===== src/rtl/led_pattern_display_pkg.sv =====
// Shared definitions for the LED pattern display and related status blocks.
`timescale 1ns/1ps
package led_pattern_display_pkg;

  typedef logic [1:0] mode_t;

  localparam mode_t MODE_STATIC  = 2'd0;
  localparam mode_t MODE_BLINK   = 2'd1;
  localparam mode_t MODE_PWM     = 2'd2;
  localparam mode_t MODE_MARQUEE = 2'd3;

endpackage


===== src/rtl/led_pattern_display_tick_gen.sv =====
// Base-tick prescaler and step counter. A synchronous clear restarts both counters.
`timescale 1ns/1ps
module led_tick_gen #(
  parameter int TICK_DIV   = 50000,
  parameter int STEP_TICKS = 250
) (
  input  logic clk,
  input  logic rst_n,
  input  logic clr,
  output logic tick,
  output logic step
);

  localparam int PW = (TICK_DIV > 2) ? $clog2(TICK_DIV) : 1;
  localparam int SW = (STEP_TICKS > 1) ? $clog2(STEP_TICKS) : 1;
  localparam logic [PW-1:0] PRE_TOP  = PW'(TICK_DIV - 1);
  localparam logic [SW-1:0] STEP_TOP = SW'(STEP_TICKS - 1);

  logic [PW-1:0] r_presc;
  logic [SW-1:0] r_step_cnt;

  assign tick = (r_presc == PRE_TOP);
  assign step = tick && (r_step_cnt == STEP_TOP);

  always_ff @(posedge clk or negedge rst_n) begin
    if (!rst_n) begin
      r_presc    <= '0;
      r_step_cnt <= '0;
    end else if (clr) begin
      r_presc    <= '0;
      r_step_cnt <= '0;
    end else begin
      r_presc <= tick ? '0 : r_presc + 1'b1;
      if (tick)
        r_step_cnt <= (r_step_cnt == STEP_TOP) ? '0 : r_step_cnt + 1'b1;
    end
  end

endmodule


===== src/rtl/led_pattern_display.sv =====
// LED output stage: latches pattern/mode/level on a load strobe and drives
// static, blinking, PWM-dimmed or rotating-marquee indication.
`timescale 1ns/1ps
module led_pattern_display
  import led_pattern_display_pkg::*;
#(
  parameter int LED_WIDTH  = 8,
  parameter int TICK_DIV   = 50000,
  parameter int STEP_TICKS = 250,
  parameter int PWM_BITS   = 4
) (
  input  logic                 clk,
  input  logic                 rst_n,
  input  logic                 led_en,
  input  logic [LED_WIDTH-1:0] led_value,
  input  logic [1:0]           led_mode,
  input  logic [PWM_BITS-1:0]  led_level,
  output logic [LED_WIDTH-1:0] led_data,
  output logic                 step_pulse
);

  localparam logic [PWM_BITS-1:0] PWM_TOP = PWM_BITS'((1 << PWM_BITS) - 2);

  logic [LED_WIDTH-1:0] r_pattern;
  mode_t                r_mode;
  logic [PWM_BITS-1:0]  r_level;
  logic [PWM_BITS-1:0]  r_pwm_cnt;
  logic                 r_phase;
  logic                 r_step_p1;
  logic                 w_tick;
  logic                 w_step;
  logic                 w_step_evt;
  logic                 w_pwm_on;
  logic [LED_WIDTH-1:0] w_led_next;

  function automatic logic [LED_WIDTH-1:0] rotl1(input logic [LED_WIDTH-1:0] p);
    return (p << 1) | (p >> (LED_WIDTH - 1));
  endfunction

  led_tick_gen #(
    .TICK_DIV   (TICK_DIV),
    .STEP_TICKS (STEP_TICKS)
  ) u_tick_gen (
    .clk   (clk),
    .rst_n (rst_n),
    .clr   (led_en),
    .tick  (w_tick),
    .step  (w_step)
  );

  assign w_step_evt = w_tick && w_step;
  assign w_pwm_on   = (r_pwm_cnt < r_level);

  always_comb begin
    w_led_next = r_pattern;
    case (r_mode)
      MODE_BLINK: if (!r_phase)  w_led_next = '0;
      MODE_PWM:   if (!w_pwm_on) w_led_next = '0;
      default:    w_led_next = r_pattern;
    endcase
  end

  // Stage p0: captured state and counters; stage p1: registered LED drive and step pulse
  always_ff @(posedge clk or negedge rst_n) begin
    if (!rst_n) begin
      r_pattern  <= '0;
      r_mode     <= MODE_STATIC;
      r_level    <= '0;
      r_pwm_cnt  <= '0;
      r_phase    <= 1'b1;
      r_step_p1  <= 1'b0;
      led_data   <= '0;
      step_pulse <= 1'b0;
    end else begin
      led_data   <= w_led_next;
      step_pulse <= r_step_p1;
      if (led_en) begin
        r_pattern <= led_value;
        r_mode    <= led_mode;
        r_level   <= led_level;
        r_pwm_cnt <= '0;
        r_phase   <= 1'b1;
        r_step_p1 <= 1'b0;
      end else begin
        r_pwm_cnt <= (r_pwm_cnt == PWM_TOP) ? '0 : r_pwm_cnt + 1'b1;
        r_step_p1 <= w_step_evt;
        if (w_step_evt) begin
          if (r_mode == MODE_BLINK)   r_phase   <= ~r_phase;
          if (r_mode == MODE_MARQUEE) r_pattern <= rotl1(r_pattern);
        end
      end
    end
  end

endmodule

===== config.mk =====
export PLATFORM = sky130hd
export DESIGN_NAME = led_pattern_display
export DESIGN_NICKNAME = d
export VERILOG_FILES = /design/src/rtl/led_pattern_display_pkg.sv /design/src/rtl/led_pattern_display_tick_gen.sv /design/src/rtl/led_pattern_display.sv
export SDC_FILE = /design/constraint.sdc
export NUM_CORES = 1
export LEC_CHECK = 0
export CORE_MARGIN = 2
export CORE_UTILIZATION = 51
export CTS_BUF_LIST = sky130_fd_sc_hd__clkbuf_16
export DETAILED_ROUTE_END_ITERATION = 10
export GPL_TIMING_DRIVEN = 0
export PLACE_DENSITY = 0.75
export SETUP_SLACK_MARGIN = 0.05
export SYNTH_ARGS = -nofsm -noshare
export SYNTH_HDL_FRONTEND = slang
export SYNTH_SLANG_ARGS = --single-unit

===== constraint.sdc =====
create_clock -name clk -period 2.1 [get_ports clk]
set_input_delay 0.63 -clock clk [delete_from_list [all_inputs] [get_ports clk]]
set_output_delay 0.63 -clock clk [all_outputs]
set_load 0.03 [all_outputs]

## After elaboration in Yosys (flattened, before gate mapping)

Cells that the tools add are included.

- Bits in registers: 53
- Bits of input ports: 17
- Output and inout bits: 9
- Logic and storage cells: 47

- $add $sub $neg: 3
- $lt $le $gt $ge: 1
- Equal/unequal tests: 6
- Multiplexer cells: 17
- Bitwise logic cells: 2
- Reduce and logical (&&, ||, !) cells: 8

Operators with widths:

| cell | number |
|---|---|
| 8-bit 2-to-1 mux | 8 |
| 16-bit 2-to-1 mux | 2 |
| 16-bit by 1-bit adder with 16-bit output, second input constant | 1 |
| 16-bit equality test, second input constant | 1 |
| 8-bit one-hot mux with 2 select lines | 1 |
| 8-bit by 1-bit adder with 8-bit output, second input constant | 1 |
| 8-bit equality test, second input constant | 1 |
| 4-bit 2-to-1 mux | 2 |
| 8-bit by 1-bit OR with 8-bit output | 1 |
| 2-bit nonzero test | 4 |
| 4-bit by 1-bit adder with 4-bit output, second input constant | 1 |
| 2-bit equality test, second input constant | 2 |
| 4-bit equality test, second input constant | 1 |
| 4-bit less-than comparator | 1 |
| 1-bit 2-to-1 mux | 4 |
| 2-bit AND reduction | 2 |
| 2-bit by 1-bit equality test with 1-bit output, second input constant | 1 |
| 1-bit logical AND | 2 |
| 1-bit NOT | 1 |

## Logic depth before layout (Yosys ltp)

- Word-level depth: 5
- Mapped depth: 7
- Depth with buffers taken out: 6

## Cells and area by module

From an unflattened synthesis, not the netlist that was laid out.

- Cell total of the unflattened synthesis: 250
- Area total of the unflattened synthesis: 2,578.7 sq um

By module, submodules not included:

| module | instances | cells an instance | area each (sq um) | sequential area each (sq um) |
|---|---|---|---|---|
| led_tick_gen | 1 | 137 | 1,291.2 | 600.6 |
| led_pattern_display | 1 | 113 | 1,287.5 | 726.9 |

## Least setup slack after synthesis

Ideal clock, no wire load.

- Path kind: flip-flop to flip-flop
- From: register u_tick_gen.r_presc[12]
- To: register r_pattern[2]
- Setup time: 127 ps
- Arrival time: 1,996 ps
- Data required time: 1,973 ps
- Setup slack: -24 ps
- Cell stages (with the launch flop): 7
- Path buffers: 2
- Clock period less this slack: 2,124 ps
- Cell sequence: dfrtp_1 > or4b_4 > or4_1 > buf_2 > buf_2 > o31ai_1 > a2bb2oi_1

- Longest elaborated chain between the ends: 5

RTL lines:

| item | line | text |
|---|---|---|
| start, declared | led_pattern_display_tick_gen.sv:19 | `logic [PW-1:0] r_presc;` |
| start signal, assigned | led_pattern_display_tick_gen.sv:33 | `r_presc <= tick ? '0 : r_presc + 1'b1;` |
| 16-bit equality test (*) | led_pattern_display_tick_gen.sv:22 | `assign tick = (r_presc == PRE_TOP);` |
| 1-bit logical AND | led_pattern_display_tick_gen.sv:23 | `assign step = tick && (r_step_cnt == STEP_TOP);` |
| 1-bit logical AND (*) | led_pattern_display.sv:51 | `assign w_step_evt = w_tick && w_step;` |
| 2-bit nonzero test (no line) (*) | - |  |
| 2-bit AND reduction (no line) (*) | - |  |
| end signal, assigned | led_pattern_display.sv:78 | `r_pattern <= led_value;` |
| end signal, assigned | led_pattern_display.sv:89 | `if (r_mode == MODE_MARQUEE) r_pattern <= rotl1(r_pattern);` |
| end, declared | led_pattern_display.sv:24 | `logic [LED_WIDTH-1:0] r_pattern;` |

Mark *: on every way between the ends. The rest lies on a longest branch, timed or not.
A chain may end at the register's enable or synchronous reset.

## Worst setup path in the final report

- From: register u_tick_gen.r_presc[11]
- To: register u_tick_gen.r_step_cnt[5]

- Longest elaborated chain between the ends: 2

RTL lines:

| item | line | text |
|---|---|---|
| 16-bit equality test | led_pattern_display_tick_gen.sv:22 |  |
| 2-bit nonzero test (no line) | - |  |
| end signal, assigned | led_pattern_display_tick_gen.sv:35 | `r_step_cnt <= (r_step_cnt == STEP_TOP) ? '0 : r_step_cnt + 1'b1;` |
| end, declared | led_pattern_display_tick_gen.sv:20 | `logic [SW-1:0] r_step_cnt;` |

Every way passes these cells.

==> qor_table.md <==
| Parameter | Reported |
| --- | --- |
| Outcome | complete, but fails checks |
| Violations in the final reports | setup timing |
| Overall global routing resource usage | 21.0% |
| Total negative setup slack | -0.189 ns |
| Pin slew with the least headroom to its limit | 0.618 ns |
| Arrival time of data at the critical path endpoint | 2.32 ns |
| Area of the mapped netlist | 2640 um2 |
| Power spent charging and discharging nets | 0.587 mW |
| Switching portion of total power | 26.0% |
| DP Worst Slack | -0.305 ns |
| Row cnt | 26 |
| Yosys warns | 0 |
| Seq cells post-synth | 53 |
| Top cell type by total area after synthesis | dfrtp_1 |
| Comb pwr share | 16.0% |
| Die height | 75.9 um |
| Drc violations | 0 |
| Final count of negative-setup-slack endpoints | 8 |
| Count of endpoints failing hold in the final timing report | 0 |
| Post-detailed-route via-to-cell ratio | 5.67 |
| Maximum single-stage delay on the critical path | 0.57 ns |
| Via count of the first global-routing pass | 2,217 |
| Final WL | 5.68 mm |
| Fraction of power consumed by the clock network | 34.4% |
| Maximum fanout count along the critical path | 6 |
| Leak pwr | 1.48 nW |
| Number of buffers added on ports | 25 |
| Finished layout cell area | 3350 um2 |
| Cell count after synthesis | 260 |
| Total CTS buffers | 5 |
| Average detailed-routed wire length per instance | 15.1 um |
| Total nets after synthesis | 288 |
| Area of placed instances | 3000 um2 |
| Cell at the root of the clock tree | clkbuf_16 |
| I/O pins | 26 |
| Relative slew margins | 58.7% |
| Synth unique cells | 44 |
| Endpoint required time on the critical path | 2.27 ns |
| Detailed placement HPWL | 3.83 mm |
| Setup Skew | 0.0108 ns |
| Async set-or-reset flop fraction in the synthesized netlist | 100% |
| TritonRoute pass-1 iters | 4 |
| Net count, final | 333 |
| Layout cell share with drive strength beyond 1 | 14.7% |
| HP Class | in -> async |
| Top cells by count, synth | dfrtp_1 (52), nand2_1 (25), a21oi_1 (19) |
| Unrepaired setup endpoints after global routing | yes |
| Internal Dissipation | 1.68 mW |
| Classification of the worst setup path | reg -> reg |
| Detail Route Antenna Nets | 0 |
| Total via count after detailed routing | 2,132 |
| Share of the synthesized area in the top cell type | 49.3% |
| Crit path capture type | flop |
| DIE AREA | 5770 um2 |
| Maximum number of pins on one net before global-route repair | 41 |
| Period Utilization, post-route | 102% |
| Max Freq | 465 MHz |
| Most frequent cell after synthesis | dfrtp_1 |
| Seq pwr share | 49.7% |
| Global-route congestion overflow total | 0 |
| Post-layout min period | 2.15 ns |
| Diode insertion count for antenna repair | 0 |
| Leading register cell type out of synthesis | dfrtp_1 |
| Worst-skew pair later-pin latency | 0.29 ns |
| Number of pins exceeding their max-slew limit in the final report | 0 |
| Least setup slack across all paths after layout | -0.0505 ns |
| # fillers | 382 |
| PD cells | 675 nW/um2 |
| CTS Hold Buffers Added | 0 |
| Area growth from synthesis to layout | 27.1% |
| Starting Density | 52.3% |
| Core Util, Final | 66.5% |
| Number of DRC violations after detailed-routing iteration 0 | 108 |
| Critical-path top delay cell | or4b_4 |
| Worst-path clk slew | 0.07 ns |
| Synthesized area divided by synthesized cell count | 10.1 um2 |
| Leading cell types by total area after synthesis | dfrtp_1 (49%), ha_1 (5.2%), a21oi_1 (3.6%) |
| Die X | 75.9 um |
| Core Box Area | 5040 um2 |
| Number of synthesized flops with an enable pin | 0 |
| Element type at the critical path start | flop |
| Register area share after synthesis | 50.3% |
| Critical Path, Cell by Cell | or4b_4, or4_4, buf_6, o211a_1, mux2_4 |
| Placer congestion estimate | 0.843 |
| H-tree lvl count | 2 |
| Number of antenna violations at the first check in global routing | 0 |
| Worst vdd rail ir drop | 0.396 mV |
| Wire length of the first global-routing pass | 9.87 mm |
| Total power of the final layout | 2.26 mW |
| Deepest clock path buffer count | 2 |
| TritonCTS clock tree | built |
| Max-cap violations | 0 |
| Sinks on the clock net | 53 |
-- metrics by stage --
step / hold slack (ns) / std cells
after detailed placement: 0.350 / 356
after CTS: 0.247 / 374
after global routing: 0.250 / 376
after floorplan: 0.331 / 260
final: 0.236 / 376
after global placement: 0.334 / 355
-- per-layer routing --
metal / part of all wire [%] / vias to the layer above / track usage, % / wire [um]
li1: - / 1041 / - / -
met1: 41 / 1017 / 23.8 / 2360
met2: 52 / 59 / 38.2 / 2960
met3: 4.5 / 15 / 4.29 / 254
met4: 1.8 / 0 / 9.27 / 104
met5: 0 / - / 0 / 0
-- registers in the layout (all words and copies together) (netlist names) --
| signal | flops |
|---|---|
| led_data | 8 |
| r_level | 4 |
| r_mode | 2 |
| r_pattern | 8 |
| r_phase | 1 |
| r_pwm_cnt | 4 |
| r_step_p1 | 1 |
| step_pulse | 1 |
| u_tick_gen.r_presc | 16 |
| u_tick_gen.r_step_cnt | 8 |
-- final cells by class --
class                      count  area (um2)  area share [%]
buffer                        13        71.3            2.13
clock buffer                   5         125            3.73
clock inverter                 3        15.0           0.448
inverter                      13        48.8            1.46
multi-input combinational    181        1320            39.4
sequential                    53        1330            39.6
tap                           70        87.6            2.61
timing repair buffer          38         355            10.6
-- cell usage in the layout (no fill, tap or decap), types with 3 or more instances in the layout --
master / Yosys / layout
o31ai_4: 0 / 4
nand2_1: 25 / 25
xnor2_1: 7 / 7
o21ai_1: 4 / 3
a41oi_1: 8 / 8
and4_1: 3 / 3
a2bb2oi_1: 8 / 6
nand4_1: 3 / 3
buf_4: 0 / 13
dfrtp_1: 52 / 52
a21oi_1: 19 / 19
and2_1: 3 / 3
and3_1: 7 / 7
clkdlybuf4s50_1: 0 / 24
o21ai_0: 7 / 7
nor3_1: 4 / 4
xor2_1: 5 / 5
buf_2: 4 / 3
clkbuf_16: 0 / 5
clkbuf_1: 9 / 7
o31ai_1: 11 / 5
inv_1: 13 / 14
nor2_1: 17 / 17
nand3_1: 8 / 7
ha_1: 11 / 11
-- repair_timing --
item / in CTS / in global routing
endpoints found under the setup margin: 33 / 26
buffers inserted: 10 / 2
endpoints found under the hold margin: 0 / 0
pin swaps: 1 / 3
resized for setup: 13 / 11
gates cloned: 0 / 0
-- logic make-up after synthesis --
logic type / Yosys count / share of synthesized area, %
flops: 53 / 50.3
buf+inv: 26 / 3.89
mux: 3 / 1.28
simple gates: 88 / 18.0
fa+ha+maj: 11 / 5.22
compound gates: 67 / 17.4
xor+xnor: 12 / 3.98
-- worst max-delay path, delay by kind of cell, from the launching register on --
family / cells / cell delay (ns)
DFF: 1 / 0.43
buffers and inverters: 1 / 0.15
AOI/OAI and AO/OA: 1 / 0.20
muxes: 1 / 0.25
and+or+nand+nor: 2 / 1.00
-- worst paths after layout --
check                                      endpoint              startpoint  slack (ns)  cells past startpoint
min reg2reg                              step_pulse               r_step_p1        0.36                      0
max reg2reg                u_tick_gen.r_step_cnt[5]  u_tick_gen.r_presc[11]       -0.05                      5
min in group clk                         step_pulse               r_step_p1        0.36                      0
min                        u_tick_gen.r_step_cnt[4]                   rst_n        0.24                      1
max in group asynchronous                   r_phase                   rst_n        1.28                      2
max                        u_tick_gen.r_step_cnt[5]  u_tick_gen.r_presc[11]       -0.05                      5
-- power by group through the flow --
stage / clock, mW / combinational, mW / sequential (mW)
after floorplan: 0 / 0.135 / 1.19
after global placement: 0 / 0.335 / 1.14
after detailed placement: 0 / 0.344 / 1.14
after CTS: 0.788 / 0.355 / 1.12
after global routing: 0.841 / 0.394 / 1.13
final: 0.778 / 0.361 / 1.12
(Power assumes the default switching activity.)
